[config.mk]
export PLATFORM = sky130hd
export DESIGN_NAME = bus_select_encoder_flat
export DESIGN_NICKNAME = d
export VERILOG_FILES = /design/src/rtl/bus_select_encoder_pkg.sv /design/src/rtl/bus_select_encoder_if.sv /design/src/rtl/bus_select_encoder_rr_pick.sv /design/src/rtl/bus_select_encoder.sv /design/src/flat_wrapper.sv
export SDC_FILE = /design/constraint.sdc
export NUM_CORES = 1
export LEC_CHECK = 0
export ABC_AREA = 1
export CAP_MARGIN = 30
export CORE_MARGIN = 2
export CORE_UTILIZATION = 38
export CTS_CLUSTER_SIZE = 12
export DETAILED_ROUTE_END_ITERATION = 10
export PLACE_DENSITY = 0.69
export SETUP_SLACK_MARGIN = 0.3
export SLEW_MARGIN = 20
export SYNTH_ARGS = -nofsm -noshare
export SYNTH_HDL_FRONTEND = slang
export SYNTH_HIERARCHICAL = 1
export SYNTH_SLANG_ARGS = --single-unit
[constraint.sdc]
create_clock -name clock -period 1.4 [get_ports clock]
set_input_delay 0.28 -clock clock [delete_from_list [all_inputs] [get_ports clock]]
set_output_delay 0.28 -clock clock [all_outputs]
set_load 0.1 [all_outputs]
[src/rtl/bus_select_encoder_pkg.sv]
// bus_enc_pkg: shared constants for the bus-select encoder.
//   MODE_FIXED / MODE_RR select the arbitration mode.
//   CNT_W_DEF is the default width of the error counter.
package bus_enc_pkg;
    localparam int MODE_FIXED = 0;
    localparam int MODE_RR    = 1;
    localparam int CNT_W_DEF  = 8;
endpackage

[src/rtl/bus_select_encoder_if.sv]
// bus_select_encoder_if: request/select bundle between control unit and encoder.
//   en, hold, req, err_clr               : requester -> encoder
//   code, code_valid, none, multi, err_count : encoder -> bus mux / debug
interface bus_select_encoder_if #(
    parameter int N     = 32,
    parameter int W     = $clog2(N),
    parameter int CNT_W = 8
) ();
    logic             en;
    logic             hold;
    logic [N-1:0]     req;
    logic             err_clr;
    logic [W-1:0]     code;
    logic             code_valid;
    logic             none;
    logic             multi;
    logic [CNT_W-1:0] err_count;

    modport master (
        output en, hold, req, err_clr,
        input  code, code_valid, none, multi, err_count
    );

    modport slave (
        input  en, hold, req, err_clr,
        output code, code_valid, none, multi, err_count
    );
endinterface

[src/rtl/bus_select_encoder_rr_pick.sv]
// rr_pick: first set bit of req at or above start, wrapping from N-1 to 0.
//   req   : request vector
//   start : search origin
//   idx   : winning index (0 when req is empty)
//   any   : req has at least one bit set
module rr_pick #(
    parameter int N = 32,
    parameter int W = $clog2(N)
) (
    input  logic [N-1:0] req,
    input  logic [W-1:0] start,
    output logic [W-1:0] idx,
    output logic         any
);
    int   j;
    logic found;

    assign any = |req;

    always_comb begin
        idx   = '0;
        found = 1'b0;
        j     = 0;
        for (int k = 0; k < N; k++) begin
            j = int'(start) + k;
            j = (j >= N) ? j - N : j;
            if (!found && req[j]) begin
                idx   = W'(j);
                found = 1'b1;
            end
        end
    end
endmodule

[src/rtl/bus_select_encoder.sv]
// bus_select_encoder: registered one-hot/multi-hot request to bus-mux select code.
//   clock : rising-edge clock
//   clear : asynchronous active-low reset
//   bus   : slave side of bus_select_encoder_if (en/hold/req/err_clr in,
//           code/code_valid/none/multi/err_count out, all registered)
module bus_select_encoder
    import bus_enc_pkg::*;
#(
    parameter int N     = 32,
    parameter int W     = $clog2(N),
    parameter int MODE  = MODE_FIXED,
    parameter int CNT_W = CNT_W_DEF
) (
    input  logic                  clock,
    input  logic                  clear,
    bus_select_encoder_if.slave   bus
);
    logic [W-1:0]     code_q, code_d, ptr_q, ptr_d, start, idx, idx_nxt;
    logic             valid_q, valid_d, none_q, none_d, multi_q, multi_d;
    logic [CNT_W-1:0] cnt_q, cnt_d;
    logic             any, multi_hot;

    // Fixed priority is round-robin search anchored at 0.
    assign start = (MODE == MODE_RR) ? ptr_q : '0;

    rr_pick #(.N(N), .W(W)) u_pick (
        .req   (bus.req),
        .start (start),
        .idx   (idx),
        .any   (any)
    );

    // Clearing the lowest set bit leaves something only if two or more were set.
    assign multi_hot = |(bus.req & (bus.req - 1'b1));
    assign idx_nxt   = (idx == W'(N - 1)) ? '0 : idx + 1'b1;

    always_comb begin
        code_d  = code_q;
        ptr_d   = ptr_q;
        valid_d = valid_q;
        none_d  = none_q;
        multi_d = multi_q;
        cnt_d   = cnt_q;
        if (!bus.hold) begin
            valid_d = bus.en && any;
            none_d  = bus.en && !any;
            multi_d = bus.en && multi_hot;
            if (bus.en && any) begin
                code_d = idx;
                ptr_d  = (MODE == MODE_RR) ? idx_nxt : '0;
            end
            if (bus.en && multi_hot && cnt_q != '1)
                cnt_d = cnt_q + 1'b1;
        end
        if (bus.err_clr)
            cnt_d = '0;
    end

    always_ff @(posedge clock or negedge clear) begin
        if (!clear) begin
            code_q  <= '0;
            ptr_q   <= '0;
            valid_q <= 1'b0;
            none_q  <= 1'b0;
            multi_q <= 1'b0;
            cnt_q   <= '0;
        end else begin
            code_q  <= code_d;
            ptr_q   <= ptr_d;
            valid_q <= valid_d;
            none_q  <= none_d;
            multi_q <= multi_d;
            cnt_q   <= cnt_d;
        end
    end

    assign bus.code       = code_q;
    assign bus.code_valid = valid_q;
    assign bus.none       = none_q;
    assign bus.multi      = multi_q;
    assign bus.err_count  = cnt_q;
endmodule

[src/flat_wrapper.sv]
// flat-port wrapper written by rule: the top's interface ports become plain ports
module bus_select_encoder_flat import bus_enc_pkg::*;
#(
    parameter int N     = 32,
    parameter int W     = $clog2(N),
    parameter int MODE  = MODE_FIXED,
    parameter int CNT_W = CNT_W_DEF
)
  (clock, clear, bus_en, bus_hold, bus_req, bus_err_clr, bus_code, bus_code_valid, bus_none, bus_multi, bus_err_count);
  bus_select_encoder_if #(.N(N), .W(W), .CNT_W(CNT_W)) bus_i ();
  input  logic clock;
  input  logic clear;
  input wire logic [$bits(bus_i.en)-1:0] bus_en;
  input wire logic [$bits(bus_i.hold)-1:0] bus_hold;
  input wire logic [$bits(bus_i.req)-1:0] bus_req;
  input wire logic [$bits(bus_i.err_clr)-1:0] bus_err_clr;
  output wire logic [$bits(bus_i.code)-1:0] bus_code;
  output wire logic [$bits(bus_i.code_valid)-1:0] bus_code_valid;
  output wire logic [$bits(bus_i.none)-1:0] bus_none;
  output wire logic [$bits(bus_i.multi)-1:0] bus_multi;
  output wire logic [$bits(bus_i.err_count)-1:0] bus_err_count;
  assign bus_i.en = bus_en;
  assign bus_i.hold = bus_hold;
  assign bus_i.req = bus_req;
  assign bus_i.err_clr = bus_err_clr;
  assign bus_code = bus_i.code;
  assign bus_code_valid = bus_i.code_valid;
  assign bus_none = bus_i.none;
  assign bus_multi = bus_i.multi;
  assign bus_err_count = bus_i.err_count;
  bus_select_encoder #(.N(N), .W(W), .MODE(MODE), .CNT_W(CNT_W)) u_core (.clock(clock), .clear(clear), .bus(bus_i));
endmodule
==> metrics.md <==
| Metric | Value |
|---|---|
| DRT Pass-1 Iters | 6 |
| Worst Tran Pin Value | 0.646 ns |
| FMAX | about 320 MHz |
| TritonCTS clock tree | done |
| Buffers on Ports | 52 |
| RSZ-0062 raised after global routing | yes |
| PnR worst setup slack | -1.77 ns |
| Die height | about 130 µm |
| Synth Warn # | 6 |
| Crit-path leading delay family | simple AND/OR/NAND/NOR gates |
| Fill count | approximately 1300 |
| Largest net degree at the start of global routing | 35 |
| Hold crit path type | in2async |
| DP HPWL | ~19 mm |
| Post-Syn Area | 5770 µm² |
| Placed standard-cell area | between 7000 and 8000 µm² |
| Top post-synthesis cells by count | nand2_1 (282), nand3_1 (238), nor2_1 (169) |
| Most common cell in the synthesized netlist | nand2_1 |
| Final setup fails | 16 |
| Synth cell types | between 50 and 60 |
| DR iter-0 viols | roughly 1100 |
| Primary FF master, synth | dfrtp_1 |
| Nets | about 1400 |
| Initial antenna violation count | 0 |
| Worst Skew | about 0.0044 ns |
| DRC Markers | 0 |
| Multi-input logic area | 5600 µm² |
| Power per cell area | between 600 and 700 nW/µm² |
| Routed wire length per instance | about 18 µm |
| Syn Area/Cell | roughly 5.5 µm² |
| Nature of the critical path startpoint | primary input |
| Peak supply drop | 0.610 mV |
| CP required | around 1.6 ns |
| Cell mode on critical path | nand4_4 |
| DP Worst Slack | -2.33 ns |
| Rows | 45 |
| Top cells by area, synth | nand3_1 (21%), nand2_1 (18%), nor2_1 (11%) |
| Async set or reset register ratio after synthesis | between 90% and 100% |
| Worst setup EP type | flip-flop |
| Register Area | around 420 µm² |
| Initial core utilization | about two fifths |
| Max Slew Vio Count | 0 |
| Share of the synthesized area in the top cell type | between 20% and 30% |
| Violated checks | setup timing |
| Fraction of layout cells with a size suffix above 1 | a little over a third |
| Final hold slack | 0.359 ns |
| Clk Latency, worst-skew pair | around 0.25 ns |
| EDFF count, synth | 0 |
| Vias in the first global route | roughly 7800 |
| Ant diodes | 0 |
| Final core occ | 61.6% |
| Worst path max stage delay | 0.18 ns |
| GR Overflow Total | 0 |
| Num CTS Buffers | 3 |
| Max-cap violations | 0 |
| Final Hold Fails | 0 |
| Min cycle time layout | ~3.2 ns |
| Seq cells post-synth | 16 |
| Period utilisation layout | 226% |
| Total power | around 6.4 mW |
| Register area share after synthesis | 6.93% |
| Worst EP arrival | between 3 and 4 ns |
| Hold buffers post-CTS | 0 |
| Drt via density | around 5.7 |
| Area leader, netlist | nand3_1 |
| Die ar. | between 15000 and 20000 µm² |
| Post-Route WL | about 27 mm |
| Final ANT Viol Nets | 0 |
| Die Wd | roughly 130 µm |
| Layout area overhead | 60.5% |
| LEAKAGE | between 4 and 5 nW |
| Mapped Cells | between 1000 and 1500 |
| Maximum buffer depth of the clock tree | 2 |
| GRT Util Overall | 31.7% |
| Critical path type | in2reg |
| Worst-path clk slew | ~0.05 ns |
| IO Pins | between 50 and 60 |
| Clock Sinks | 16 |
| Finished Cell Area | just over 9000 µm² |
| CORE AREA | around 15000 µm² |
| CP Buf/Inv Count | 2 |
| First-pass GRT wire length | slightly above 40 mm |
| Slowest cell on crit path | nor2_8 |
| H-tree levels | 1 |
| Status | finished with violations |
| Slew margin rel. | between 50% and 60% |
| Top fanout value on the critical path | 5 |
| Root buffer cell | clkbuf_16 |
| Placer Congestion | about 1.0 |
| Via Count | 8636 |
## metrics by stage
step	cells	TNS [ns]
after floorplan	1078	-10.70
after global placement	1452	-24.07
after detailed placement	1452	-24.50
after CTS	1501	-12.52
after global routing	1516	-17.14
final	1516	-15.09
## sequential cells by signal (all words and copies together), names as in the netlist
signal	flops
u_core/bus.err_count	8
u_core/bus.code	5
u_core/bus.code_valid	1
u_core/bus.multi	1
u_core/bus.none	1
## layer usage
metal  wire length, µm  global-route usage (%)  vias up
met5                 0                       0        -
met3              2580                    4.56       78
met4               934                    9.50        0
li1                  -                       -     4099
met1             10900                    43.1     4017
met2             12300                    52.2      442
## worst paths after layout
path,from,endpoint,slack [ns],cells past startpoint
min,clear,u_core/bus.err_count[5],0.36,2
min in group clock,u_core/bus.code_valid,u_core/bus.code_valid,0.53,2
max reg2reg,u_core/bus.err_count[0],u_core/bus.err_count[5],-0.19,10
max,bus_req[0],u_core/bus.code[0],-1.77,28
max in group asynchronous,clear,u_core/bus.err_count[1],0.83,2
min reg2reg,u_core/bus.code_valid,u_core/bus.code_valid,0.53,2
## placed cells by master, fill, tap and decap left out, drive strengths merged, types with 10 or more instances in the layout
cell type        n
clkdlybuf4s15   10
nand4           55
a31oi           11
nand2          296
dlygate4sd2     10
o21ai           35
dfrtp           16
nor2           189
ha              13
conb            20
nand3          251
inv             91
xor2            17
buf            253
## cells by family (layout without fill, tap and decap cells)
group	Yosys count	in the layout	synth area share, %
simple gates	810	811	67.5
flops	16	16	6.93
fa+ha+maj	13	13	2.82
xor+xnor	23	23	4.40
mux	7	7	1.32
compound gates	64	64	6.80
buf+inv	125	374	10.1
other cells	1	20	0.0649
## repair_timing
item	4_1_cts	5_1_grt
gates cloned	1	0
pin swaps	76	85
resized for setup	221	65
setup endpoints to repair	32	32
setup buffers	44	15
## report_power, final
part / internal (mW) / leakage [nW] / total, mW / switching, mW
logic: 2.02 / 4.21 / 5.13 / 3.12
registers: 0.547 / 0.187 / 0.631 / 0.0837
clock network: 0.434 / 0.0442 / 0.619 / 0.185
## area by class of cell
type | instances | area share, %
clock buffer | 4 | 0.959
inverter | 92 | 3.83
multi-input combinational | 938 | 60.4
sequential | 16 | 4.58
tap | 188 | 2.54
timing repair buffer | 278 | 27.7
Power figures use the tool's default switching activity.
